$ cat src/rtl/render_scheduler_pkg.sv
// rtl/render_scheduler_pkg.sv - shared map geometry defaults, scheduler states and cell type
package render_scheduler_pkg;

    localparam int MAP_WIDTH_DEF   = 13;
    localparam int MAP_HEIGHT_DEF  = 13;
    localparam int DIRTY_DEPTH_DEF = 8;
    localparam int TIMEOUT_DEF     = 2047;

    typedef enum logic [2:0] {
        ST_IDLE        = 3'd0,
        ST_FULL_ISSUE  = 3'd1,
        ST_FULL_WAIT   = 3'd2,
        ST_DIRTY_ISSUE = 3'd3,
        ST_DIRTY_WAIT  = 3'd4
    } sched_state_t;

    // One map cell as stored in the dirty FIFO: row in the upper nibble.
    typedef struct packed {
        logic [3:0] y;
        logic [3:0] x;
    } cell_t;

endpackage

$ cat src/rtl/render_scheduler_dirty_fifo.sv
// rtl/render_scheduler_dirty_fifo.sv - dirty-cell FIFO with flush that keeps a same-cycle push
module render_scheduler_dirty_fifo
    import render_scheduler_pkg::*;
#(
    parameter int DEPTH = DIRTY_DEPTH_DEF
) (
    input  logic  map_clk,
    input  logic  rstn,
    input  logic  push,
    input  logic  pop,
    input  logic  flush,
    input  cell_t din,
    output cell_t dout,
    output logic  full,
    output logic  empty
);

    localparam int AW = $clog2(DEPTH);

    logic [AW:0] wptr;
    logic [AW:0] rptr;
    cell_t       mem [DEPTH];

    // Pointer update: flush empties the queue; a push in the flush cycle becomes entry 0.
    always_ff @(posedge map_clk or negedge rstn) begin
        if (!rstn) begin
            wptr <= '0;
            rptr <= '0;
        end else if (flush) begin
            rptr <= '0;
            wptr <= push ? (AW+1)'(1) : '0;
        end else begin
            if (push) wptr <= wptr + (AW+1)'(1);
            if (pop)  rptr <= rptr + (AW+1)'(1);
        end
    end

    // Storage write; during a flush the incoming cell lands at the reset write slot.
    always_ff @(posedge map_clk) begin
        if (push) mem[flush ? '0 : wptr[AW-1:0]] <= din;
    end

    assign dout  = mem[rptr[AW-1:0]];
    assign empty = (wptr == rptr);
    assign full  = (wptr[AW] != rptr[AW]) && (wptr[AW-1:0] == rptr[AW-1:0]);

endmodule

$ cat src/rtl/render_scheduler.sv
// rtl/render_scheduler.sv - picks the next map cell to draw and drives the tile renderer handshake
module render_scheduler
    import render_scheduler_pkg::*;
#(
    parameter int MAP_WIDTH   = MAP_WIDTH_DEF,
    parameter int MAP_HEIGHT  = MAP_HEIGHT_DEF,
    parameter int DIRTY_DEPTH = DIRTY_DEPTH_DEF,
    parameter int TIMEOUT     = TIMEOUT_DEF
) (
    input  logic       map_clk,
    input  logic       rstn,
    input  logic       full_req,
    input  logic       mark_valid,
    input  logic [3:0] mark_x,
    input  logic [3:0] mark_y,
    input  logic       tile_done,
    output logic       tile_start,
    output logic [3:0] grid_x,
    output logic [3:0] grid_y,
    output logic       busy,
    output logic       frame_done,
    output logic       ovf,
    output logic       timeout_err
);

    localparam int         TW     = $clog2(TIMEOUT + 1);
    localparam logic [3:0] LAST_X = 4'(MAP_WIDTH - 1);
    localparam logic [3:0] LAST_Y = 4'(MAP_HEIGHT - 1);

    sched_state_t  state;
    sched_state_t  state_nx;
    logic          pending_full;
    logic [TW-1:0] timer;

    logic  fifo_push;
    logic  fifo_pop;
    logic  fifo_flush;
    logic  fifo_full;
    logic  fifo_empty;
    cell_t fifo_dout;

    logic mark_ok;
    logic mark_lost;
    logic in_wait;
    logic tile_timed_out;
    logic tile_end;
    logic wait_end;
    logic sweep_start;
    logic advance;
    logic at_last;

    // Off-map marks are dropped here; a 5-bit compare keeps 16-wide maps correct.
    assign mark_ok = mark_valid
                  && ({1'b0, mark_x} < 5'(MAP_WIDTH))
                  && ({1'b0, mark_y} < 5'(MAP_HEIGHT));

    // A full FIFO still takes a mark if a slot frees up the same cycle (pop or flush).
    assign fifo_push  = mark_ok && (!fifo_full || fifo_pop || fifo_flush);
    assign mark_lost  = mark_ok && !fifo_push;
    assign fifo_flush = sweep_start;

    assign in_wait        = (state == ST_FULL_WAIT) || (state == ST_DIRTY_WAIT);
    assign tile_timed_out = (timer == TW'(TIMEOUT));
    assign tile_end       = tile_done || tile_timed_out;
    assign at_last        = (grid_x == LAST_X) && (grid_y == LAST_Y);
    assign busy           = (state != ST_IDLE) || pending_full || !fifo_empty;

    render_scheduler_dirty_fifo #(.DEPTH(DIRTY_DEPTH)) u_dirty_fifo (
        .map_clk (map_clk),
        .rstn    (rstn),
        .push    (fifo_push),
        .pop     (fifo_pop),
        .flush   (fifo_flush),
        .din     ({mark_y, mark_x}),
        .dout    (fifo_dout),
        .full    (fifo_full),
        .empty   (fifo_empty)
    );

    // Scheduler state register.
    always_ff @(posedge map_clk or negedge rstn) begin
        if (!rstn) state <= ST_IDLE;
        else       state <= state_nx;
    end

    // Next state and handshake strobes; full redraws outrank dirty cells in IDLE.
    always_comb begin
        state_nx    = state;
        tile_start  = 1'b0;
        frame_done  = 1'b0;
        sweep_start = 1'b0;
        fifo_pop    = 1'b0;
        advance     = 1'b0;
        wait_end    = 1'b0;
        case (state)
            ST_IDLE: begin
                if (pending_full) begin
                    sweep_start = 1'b1;
                    state_nx    = ST_FULL_ISSUE;
                end else if (!fifo_empty) begin
                    fifo_pop = 1'b1;
                    state_nx = ST_DIRTY_ISSUE;
                end
            end
            ST_FULL_ISSUE: begin
                tile_start = 1'b1;
                state_nx   = ST_FULL_WAIT;
            end
            ST_FULL_WAIT: begin
                if (tile_end) begin
                    wait_end = 1'b1;
                    if (at_last) begin
                        frame_done = 1'b1;
                        state_nx   = ST_IDLE;
                    end else begin
                        advance  = 1'b1;
                        state_nx = ST_FULL_ISSUE;
                    end
                end
            end
            ST_DIRTY_ISSUE: begin
                tile_start = 1'b1;
                state_nx   = ST_DIRTY_WAIT;
            end
            ST_DIRTY_WAIT: begin
                if (tile_end) begin
                    wait_end = 1'b1;
                    state_nx = ST_IDLE;
                end
            end
            default: state_nx = ST_IDLE;
        endcase
    end

    // Grid position, tile timer, pending-sweep flag and sticky error flags.
    always_ff @(posedge map_clk or negedge rstn) begin
        if (!rstn) begin
            grid_x       <= '0;
            grid_y       <= '0;
            timer        <= '0;
            pending_full <= 1'b1;
            ovf          <= 1'b0;
            timeout_err  <= 1'b0;
        end else begin
            if (sweep_start) begin
                grid_x <= '0;
                grid_y <= '0;
            end else if (fifo_pop) begin
                grid_x <= fifo_dout.x;
                grid_y <= fifo_dout.y;
            end else if (advance) begin
                if (grid_x == LAST_X) begin
                    grid_x <= '0;
                    grid_y <= grid_y + 4'd1;
                end else begin
                    grid_x <= grid_x + 4'd1;
                end
            end

            if (tile_start)   timer <= '0;
            else if (in_wait) timer <= timer + TW'(1);

            // A new request or a lost mark must win over the clear at sweep start.
            if (full_req || mark_lost) pending_full <= 1'b1;
            else if (sweep_start)      pending_full <= 1'b0;

            if (mark_lost) ovf <= 1'b1;
            if (wait_end && !tile_done && tile_timed_out) timeout_err <= 1'b1;
        end
    end

endmodule

$ cat config.mk
export PLATFORM = sky130hd
export DESIGN_NAME = render_scheduler
export DESIGN_NICKNAME = d
export VERILOG_FILES = /design/src/rtl/render_scheduler_pkg.sv /design/src/rtl/render_scheduler_dirty_fifo.sv /design/src/rtl/render_scheduler.sv
export SDC_FILE = /design/constraint.sdc
export NUM_CORES = 1
export LEC_CHECK = 0
export CORE_AREA = 2 2 110 112
export DETAILED_ROUTE_END_ITERATION = 8
export DIE_AREA = 0 0 112 114
export SLEW_MARGIN = 5
export SYNTH_ARGS = -nofsm -noshare
export SYNTH_HDL_FRONTEND = slang
export SYNTH_HIERARCHICAL = 1
export SYNTH_SLANG_ARGS = --single-unit
$ cat constraint.sdc
create_clock -name map_clk -period 4.9 [get_ports map_clk]
set_input_delay 0.98 -clock map_clk [delete_from_list [all_inputs] [get_ports map_clk]]
set_output_delay 0.98 -clock map_clk [all_outputs]
set_load 0.01 [all_outputs]
# After elaboration in Yosys (flattened, before gate mapping)
# Memory sizes are Yosys's and may differ from the RTL's.
# Cells that the tools add are included.
totals:
  reg_bits: 33
  ram_bits: 64
  input_bits: 13
  wordCells: 101
  memories: 1
mem_list:
  columns: ["memory", "words", "width", "read_ports", "rd_ports_with_merged_regs", "wr", "line", "rtl"]
  rows:
  - ["u_dirty_fifo.mem", 8, 8, 1, 0, 1, "render_scheduler_dirty_fifo.sv:22", "cell_t mem [DEPTH];"]
classes:
  add_sub_neg: 5
  order_cmp: 2
  eq_ne: 13
  muxes: 40
  n_reduce_logical: 31
op_table:
  columns: ["cell", "count"]
  rows:
  - ["two-way mux 4 bit", 12]
  - ["two-way mux 11 bit", 2]
  - ["two-way mux 1 bit", 20]
  - ["adder 4 x 1 -> 4 bit (second input constant)", 4]
  - ["two-way mux 3 bit", 5]
  - ["case mux 3 bit (5 select lines)", 1]
  - ["adder 11 x 1 -> 11 bit (second input constant)", 1]
  - ["== test 11 bit (second input constant)", 1]
  - ["nonzero test 3 bit", 3]
  - ["== test 4 bit (second input constant)", 2]
  - ["logical AND 1 bit", 8]
  - ["less-than comparator 4 bit (second input constant)", 2]
  - ["nonzero test 2 bit", 4]
  - ["logical OR 1 bit", 7]
  - ["== test 3 x 2 -> 1 bit (second input constant)", 2]
  - ["== test 4 bit", 1]
  - ["zero test 1 bit", 4]
  - ["!= test 2 bit (second input constant)", 2]
  - ["OR reduction 2 bit", 2]
  - ["== test 3 x 1 -> 1 bit (second input constant)", 1]
  - ["== test 3 bit", 1]
  - ["== test 3 bit (second input constant)", 1]
  - ["zero test 3 bit", 1]
  - ["!= test 3 bit (second input constant)", 1]
  - ["3 further kinds", 3]

# Longest topological paths before layout
# Gate-level depths: netlist of run 1.
logic_depth:
  word_depth: 11
  ltp_mapped: 14

# Modules after synthesis
# Netlist of run 1, hierarchy kept.
by_module_without_submodules:
  columns: ["mod", "n_inst", "cells_per_inst", "area_each_um2"]
  rows:
  - ["render_scheduler_dirty_fifo", 1, 148, 2970.3]
  - ["render_scheduler", 1, 160, 1549.0]

# Least setup slack after synthesis of run 1
# No wires, ideal clock.
synth_path:
  path_type: "register to register"
  startpoint: "register u_dirty_fifo.rptr[0]"
  endpoint: "memory u_dirty_fifo/mem[2][0] in the netlist's numbering (enable)"
  setup_time_ps: 398
  t_arrival_ps: 2731
  required_ps: 4502
  slack_ps: 1771
  stages_incl_launch_ff: 13
  n_path_buf: 3
  synth_period_minus_slack_ps: 3129
  cell_sequence: "dfrtp_1 > buf_6 > buf_12 > xnor2_1 > nand3_1 > nor2b_1 > nor2_1 > nand2_1 > inv_2 > nor2_2 > a21oi_1 > clkbuf_1 > nor4b_1"
synth_via:
  elab_chain_cells: 9
  word_cells_on_any_way: 12
  cone_classes: "eq/ne: 2; mux: 5; reduce/logical: 5"
synth_rtl:
  columns: ["element", "line", "rtl"]
  rows:
  - ["start: declaration", "render_scheduler_dirty_fifo.sv:21", "logic [AW:0] rptr;"]
  - ["start signal: assignment", "render_scheduler_dirty_fifo.sv:34", "if (pop) rptr <= rptr + (AW+1)'(1);"]
  - ["== test 4 bit", "render_scheduler_dirty_fifo.sv:44", "assign empty = (wptr == rptr);"]
  - ["named net fifo_empty", "render_scheduler.sv:39", "logic fifo_empty;"]
  - ["two-way mux 1 bit", "render_scheduler.sv:100", "end else if (!fifo_empty) begin"]
  - ["two-way mux 1 bit", "render_scheduler.sv:97", "if (pending_full) begin"]
  - ["two-way mux 1 bit", "render_scheduler.sv:95", "case (state)"]
  - ["logical OR 1 bit (2 in a row)", "render_scheduler.sv:58", "assign fifo_push = mark_ok && (!fifo_full || fifo_pop || fifo_flush);"]
  - ["logical AND 1 bit", "render_scheduler.sv:58", null]
  - ["named net fifo_push", "render_scheduler.sv:35", "logic fifo_push;"]
  - ["two-way mux 1 bit (2 in a row)", "render_scheduler_dirty_fifo.sv:40", "if (push) mem[flush ? '0 : wptr[AW-1:0]] <= din;"]
  - ["end: declaration", "render_scheduler_dirty_fifo.sv:22", null]
# The timed path passes the listed nets, and every way through them passes these cells.

# Worst setup path after layout of run 1
layout_path:
  startpoint: "register u_dirty_fifo.wptr[2]"
  endpoint: "memory u_dirty_fifo/mem[3][6] in the netlist's numbering (enable)"
layout_via:
  elab_chain_cells: 9
  word_cells_on_any_way: 13
  cone_classes: "eq/ne: 2; mux: 6; reduce/logical: 5"
layout_rtl:
  columns: ["element", "line", "rtl"]
  rows:
  - ["start: declaration", "render_scheduler_dirty_fifo.sv:20", "logic [AW:0] wptr;"]
  - ["start signal: assignment", "render_scheduler_dirty_fifo.sv:31", "wptr <= push ? (AW+1)'(1) : '0;"]
  - ["start signal: assignment", "render_scheduler_dirty_fifo.sv:33", "if (push) wptr <= wptr + (AW+1)'(1);"]
  - ["== test 4 bit", "render_scheduler_dirty_fifo.sv:44", null]
  - ["named net fifo_empty", "render_scheduler.sv:39", null]
  - ["two-way mux 1 bit", "render_scheduler.sv:100", null]
  - ["two-way mux 1 bit", "render_scheduler.sv:97", null]
  - ["two-way mux 1 bit", "render_scheduler.sv:95", null]
  - ["logical OR 1 bit (2 in a row)", "render_scheduler.sv:58", null]
  - ["logical AND 1 bit", "render_scheduler.sv:58", null]
  - ["named net fifo_push", "render_scheduler.sv:35", null]
  - ["two-way mux 1 bit (2 in a row)", "render_scheduler_dirty_fifo.sv:40", null]
# The timed path passes the listed nets, and every way through them passes these cells.

==> summary.txt, run 1 <==
Routing
  • First DRT Iteration DRCs: 169
  • Detailed Route WL: 8.73 mm
  • Routed length per instance: 17.8 um
  • Drt drc: 0
  • Via count: 2596
  • Drt first pass iters: 4
  • Post-route ant nets: 0
  • Vias per cell: 5.30

STA
  • Fin worst setup slack: 1.34 ns
  • Fin. max-slew vios: 0
  • Max Fclk: 0.281 GHz
  • Slew HR: 0.443
  • Min Clock Period, post-route: 3.56 ns
  • Final setup viols: 0
  • Hold Fails Final Rpt: 0
  • Clk_skew: 0.00537 ns
  • Setup TNS: 0 ns
  • Worst Max-Slew Pin Slew: 0.832 ns
  • Final period util: 0.726
  • RSZ-0062 raised after global routing: no

Floorplanning
  • Die Wd: 112 um
  • Core Footprint: 11700 um2
  • # IOs: 26
  • Std-Cell Rows: 40
  • DIE AREA: 12800 um2
  • Die height: 114 um
  • Initial Util: 0.386

GRT
  • Global route overflow: 0
  • Vias in the first global route: 2633
  • First-pass GRT wire length: 14.0 mm
  • Total GRT Usage: 0.144
  • Largest net degree at the start of global routing: 34
  • Antenna violations before repair: 0

Final layout
  • Layout cell share with drive strength beyond 1: 0.169
  • NumNets Final: 358
  • Ant. Diodes: 0
  • Post-route insts no fill: 490
  • Synth-to-layout area growth: 15.1%

Pwr
  • Sw Share: 0.334
  • Logic gate share of total power: 0.316
  • Power density over the cells: 501 nW/um2
  • Peak supply drop: 0.000246 V
  • Clock power share: 0.253
  • Net Sw Power: 872 uW
  • P_leak: 0.00189 uW
  • Pint: 1740 uW
  • Power, Total: 2610 uW
  • Sequential share of power: 0.431

Synthesis
  • Gate Count Post-Synth: 308
  • Async S/R FF share, synth: 0.340
  • Yosys warns: 6
  • Top_reg_cell synth: edfxtp_1
  • Post-synth EDFFs: 64
  • Post-synth net total: 328
  • Seq/Total Area, Yosys: 0.608
  • Flops & latches, synth: 97
  • Synth Cell Area: 4520 um2
  • Synth cell types: 60
  • Synth Area per Inst: 14.7 um2

CTS
  • Clock Latency Late Sink: 0.34 ns
  • Clock Tree Buf Depth: 2
  • Clock transition at the registers of the reported paths: 0.07 ns
  • Hold Buf Count CTS: 0
  • # resized after CTS: 0
  • CTS tree: built
  • TritonCTS buffer count: 9
  • H-tree levels: 3
  • CTS sink cnt: 97
  • Root Buffer: clkbuf_16
  • Post-CTS setup buffer count: 0

Worst setup path
  • Worst-path maximum fanout: 15
  • Arr. time, crit path: 3.61 ns
  • Setup crit start kind: register
  • CP required: 4.95 ns
  • CP endpoint kind: register
  • Crit path kind: register to register

Placed design
  • Place WS: 0.974 ns
  • GP Congestion: 0.752
  • Cells after DPL: 474
  • Final HPWL from detailed placement: 5.84 mm
  • IO buf count: 25

Run
  • # Max-Cap Violations: 0

Worst hold path
  • HP Class: register to register

Outcome
  • Status: completed
-- flip-flops by register name, summed over array words and instances (netlist names) --
signal,flops
timeout_err,1
u_dirty_fifo/rptr,4
grid_y,4
pending_full,1
grid_x,4
u_dirty_fifo/wptr,4
timer,11
u_dirty_fifo/mem,64
state,3
ovf,1
-- stage by stage --
step	area, um2	util	hold WS (ns)
3_5_place_dp	4920	0.420	0.461
5_1_grt	5200	0.444	0.512
2_1_floorplan	4520	-	0.490
6_report	5200	0.444	0.469
4_1_cts	5200	0.444	0.480
3_3_place_gp	4920	0.420	0.456
-- synth_stat cells (all sizes together), types with 2 or more instances --
master | count | share of area
mux4 | 16 | 0.087
o21ai | 12 | 0.013
nand3b | 3 | 0.0050
xor2 | 13 | 0.027
ha | 7 | 0.019
and4 | 4 | 0.0091
mux2i | 4 | 0.0089
nor3b | 3 | 0.0075
a211oi | 2 | 0.0044
nor2b | 4 | 0.0055
mux2 | 9 | 0.028
nand3 | 10 | 0.012
nand2 | 18 | 0.015
o2bb2ai | 2 | 0.0039
inv | 6 | 0.0050
a41oi | 2 | 0.0080
o211ai | 3 | 0.0050
o21bai | 2 | 0.0033
dfrtp | 32 | 0.18
a21oi | 9 | 0.010
nor3 | 6 | 0.0066
clkbuf | 6 | 0.0050
nor2 | 29 | 0.026
buf | 9 | 0.019
nand4 | 5 | 0.010
nor4b | 2 | 0.0039
and2 | 2 | 0.0030
xnor2 | 8 | 0.016
nand2b | 3 | 0.0042
edfxtp | 64 | 0.43
-- final cells by class --
type,instances,area (um2)
Inverter,6,22.5
Sequential cell,97,2750
Clock buffer,10,229
Tap cell,147,184
Multi-Input combinational cell,190,1650
Fill cell,1054,6510
Clock inverter,6,52.6
Timing Repair Buffer,34,318
-- cells by family (layout without fill, tap and decap cells) --
kind of cell | Yosys count | after routing | share of synthesized area
buffers and inverters | 21 | 56 | 0.0285
multiplexers | 29 | 29 | 0.124
XOR/XNOR | 21 | 21 | 0.0424
flip-flops | 97 | 97 | 0.608
adder cells (fa/ha/maj) | 7 | 7 | 0.0194
AND/OR/NAND/NOR | 93 | 93 | 0.115
AO/OA/AOI/OAI | 40 | 40 | 0.0626
-- path summary, 6_finish.rpt --
check | start | endpoint | slack, ns | cells after the start
max reg2reg | u_dirty_fifo/wptr[2]$_DFFE_PN0P_ | u_dirty_fifo/mem[3][6]$_DFFE_PP_ | 1.34 | 11
max in group asynchronous | rstn | pending_full$_DFFE_PN1P_ | 3.52 | 2
min reg2reg | ovf$_DFFE_PN0P_ | ovf$_DFFE_PN0P_ | 0.47 | 1
min | ovf$_DFFE_PN0P_ | ovf$_DFFE_PN0P_ | 0.47 | 1
min in group asynchronous | rstn | ovf$_DFFE_PN0P_ | 1.05 | 2
max | u_dirty_fifo/wptr[2]$_DFFE_PN0P_ | u_dirty_fifo/mem[3][6]$_DFFE_PP_ | 1.34 | 11
-- metal layers --
metal	global-route usage	share of wire
met5	0	0
met4	0.0569	0.020
met3	0.0377	0.043
met2	0.246	0.50
met1	0.177	0.44
-- placed cells by master (no fill, tap or decap), types with 2 or more instances in the layout --
cell type,count
edfxtp_1,64
dfrtp_1,32
nor2_1,27
clkdlybuf4s50_1,25
nand2_1,18
xor2_1,12
o21ai_0,12
nand3_1,9
a21oi_1,9
clkbuf_16,9
buf_4,9
mux4_1,9
xnor2_1,8
ha_1,7
mux4_2,7
mux2_4,7
nor3_1,6
inv_1,5
nor2b_1,4
nand4_1,4
mux2i_1,4
nand3b_1,3
o211ai_1,3
nand2b_1,3
and4_4,2
o21bai_1,2
nor3b_1,2
o2bb2ai_1,2
mux2_2,2
inv_8,2
clkinv_4,2
-- critical path, stage by stage, from the launching register on --
cell and delay [ns]:
dfrtp_1 0.51, xnor2_1 0.18, nand3_1 0.12, nor2b_1 0.09, nor2_1 0.12, nand2_1 0.21, inv_2 0.30, nor2_2 0.13
a21oi_1 0.60, nand2_1 0.16, nor3_1 0.56, buf_4 0.28
-- power groups by stage --
stage / Combinational [uW] / Sequential (uW) / Clock (uW)
after floorplan: 665 / 1080 / 0
after global placement: 815 / 1130 / 0
after detailed placement: 836 / 1140 / 0
after CTS: 840 / 1120 / 677
after global routing: 908 / 1140 / 715
final: 823 / 1120 / 660
(Power assumes the default switching activity.)
==> run 2, diff against run 1 <==
==> constraint.sdc (replaced) <==
create_clock -name map_clk -period 3.7 [get_ports map_clk]
set_input_delay 0.74 -clock map_clk [delete_from_list [all_inputs] [get_ports map_clk]]
set_output_delay 0.74 -clock map_clk [all_outputs]
set_load 0.01 [all_outputs]
==> run 2 against run 1 <==
Largest power group unchanged. Cell area grew 0.53%. Core utilization increased by 0.24 points. Global-route usage is essentially flat. Critical path depth down 5. Sequential share of layout area decreased by 0.28 points. Sequential power rose by 32%. Non-clock buffer count is 4 higher. First-iteration DRC count is 54% higher.
==> summary.txt, run 2 (synthesis gave the netlist of run 1 again) <==
STA
  • Fin. max-slew vios: 0 (unchanged)
  • Final period util: 0.795
  • RSZ-0062 raised after global routing: no
  • Clk_skew: 0.00780 ns (+0.00243 ns)
  • Slew HR: 0.681 (+0.237)
  • Max Fclk: 0.340 GHz
  • Min Clock Period, post-route: 2.94 ns
  • Worst Hold Slack: 0.473 ns (+0.00409 ns)
  • Worst Max-Slew Pin Slew: 0.479 ns (-0.354 ns)
  • Hold Fails Final Rpt: 0 (unchanged)
  • Fin worst setup slack: 0.759 ns (-0.582 ns)
  • Final setup viols: 0 (unchanged)
  • Setup TNS: 0 ns (unchanged)

Worst hold path
  • Hold path start: timeout_err$_DFFE_PN0P_
  • Worst Hold Endpoint: timeout_err$_DFFE_PN0P_
  • Hold Path Stages: 1 (unchanged)
  • HP Class: register to register

CTS
  • CTS tree: built
  • CTS sink cnt: 97 (unchanged)
  • Post-CTS setup buffer count: 0 (unchanged)
  • Clock Latency Late Sink: 0.34 ns (about the same)
  • TritonCTS buffer count: 9 (unchanged)
  • Root Buffer: clkbuf_16
  • Clock transition at the registers of the reported paths: 0.07 ns (about the same)
  • # resized after CTS: 0 (unchanged)
  • Clock Tree Buf Depth: 2 (unchanged)
  • Hold Buf Count CTS: 0 (unchanged)
  • H-tree levels: 3 (unchanged)

GRT
  • Antenna violations before repair: 0 (unchanged)
  • First-pass GRT wire length: 14.2 mm (+1.2%)
  • Global route overflow: 0 (unchanged)
  • Largest net degree at the start of global routing: 34 (unchanged)
  • Vias in the first global route: 2651 (+0.68%)
  • Total GRT Usage: 0.145 (+0.000295)

Pwr
  • Power density over the cells: 657 nW/um2 (+31%)
  • P_leak: 0.00191 uW (+1.1%)
  • Peak supply drop: 0.000342 V (+39%)

Routing
  • First DRT Iteration DRCs: 261 (+54%)
  • Via count: 2601 (+0.19%)
  • Drt first pass iters: 4 (unchanged)
  • Routed length per instance: 17.4 um (-2.4%)
  • Post-route ant nets: 0 (unchanged)
  • Vias per cell: 5.27 (-0.62%)
  • Drt drc: 0 (unchanged)
  • Detailed Route WL: 8.59 mm (-1.6%)

Worst setup path
  • Worst-path maximum fanout: 5 (-10)
  • Worst reg2reg endpoint: u_dirty_fifo/mem[1][6]$_DFFE_PP_
  • FF-to-FF Start: u_dirty_fifo/wptr[2]$_DFFE_PN0P_
  • FF-to-FF path depth: 12 (+1)
  • Arr. time, crit path: 2.20 ns (-1.41 ns)
  • Crit path kind: register to primary output
  • CP required: 2.96 ns (-1.99 ns)
  • CP endpoint kind: primary output
  • R2r setup slk: 0.90 ns (-0.44 ns)
  • Setup crit start kind: register

Final layout
  • Synth-to-layout area growth: 15.7%
  • Most common cell after layout, fill and taps aside: edfxtp_1
  • Max reg flops: 64 (unchanged)
  • Ant. Diodes: 0 (unchanged)
  • FF+latch area: 2750 um2 (unchanged)
  • Layout cell share with drive strength beyond 1: 0.179 (+0.00958)
  • NumNets Final: 362 (+1.1%)
  • Area occupied by multi-input gates: 1650 um2 (unchanged)
  • Most frequent cells in the layout: edfxtp_1 (64), dfrtp_1 (32), nor2_1 (27)
  • Fill cells: 1070 (+1.5%)

Placed design
  • Final HPWL from detailed placement: 5.77 mm (-1.3%)
  • GP Congestion: 0.817 (+8.6%)
  • IO buf count: 25 (unchanged)
  • Place WS: 0.781 ns (-0.192 ns)

Run
  • # Max-Cap Violations: 0 (unchanged)

Floorplanning
  • # IOs: 26 (unchanged)
  • Core Footprint: 11700 um2 (unchanged)
  • Std-Cell Rows: 40 (unchanged)
  • Die Wd: 112 um (unchanged)
  • Die height: 114 um (unchanged)
  • Initial Util: 0.386 (unchanged)
  • DIE AREA: 12800 um2 (unchanged)

Outcome
  • Status: completed
==> run 2: changes by cell type in the layout (fill, tap and decap cells not counted), sizes merged <==
| cell | previous run | this run |
|---|---|---|
| buf | 9 | 13 |
| clkinv | 3 | 1 |
| inv | 8 | 10 |
==> run 2: through the flow <==
step / power [uW] / instances / util / instance area [um2]
after floorplan: 2310 / 308 / - / 4520
final: 3430 / 494 / 0.447 / 5230
after CTS: 3480 / 494 / 0.447 / 5230
after global placement: 2580 / 478 / 0.423 / 4950
after global routing: 3650 / 494 / 0.447 / 5230
after detailed placement: 2600 / 478 / 0.423 / 4950
==> run 2: power breakdown <==
part           total [uW]  internal, uW  switching, uW
logic                1080           529            547
registers            1480          1310            171
clock network         876           467            409
total                3430          2310           1130
==> run 2: worst max-delay path by stage <==
| stage | start | endpoint | slack [ns] | cells past startpoint |
|---|---|---|---|---|
| CTS | timer[0]$_DFFE_PN0P_ | frame_done | 0.73 | 6 |
| finish | timer[0]$_DFFE_PN0P_ | frame_done | 0.76 | 6 |
| detailed placement | tile_done | frame_done | 0.78 | 5 |
| global placement | tile_done | frame_done | 0.80 | 5 |
| global route | timer[0]$_DFFE_PN0P_ | frame_done | 0.60 | 6 |
| floorplan | u_dirty_fifo/rptr[0]$_DFFE_PN0P_ | u_dirty_fifo/mem[2][0]$_DFFE_PP_ | 0.57 | 12 |
==> run 2: worst max-delay path: stages, from the launching register on <==
cell,delay [ns]
dfrtp_1,0.41
ha_1,0.22
and4_1,0.26
a41o_1,0.25
nand2_1,0.07
nor2_1,0.11
clkdlybuf4s50_1,0.54
==> run 2: area by class of cell <==
class | instances | share of cell area
clock buffer | 10 | 0.0438
clock inverter | 6 | 0.00957
inverter | 6 | 0.00431
multi-input combinational | 190 | 0.315
sequential | 97 | 0.526
tap | 147 | 0.0352
timing repair buffer | 38 | 0.0665
==> run 2: metal layers <==
layer  part of all wire  wire length [um]  GRT usage
met1               0.44              3810      0.184
met2               0.50              4290      0.242
met3              0.037               314     0.0345
met4              0.020               171     0.0553
met5                  0                 0          0
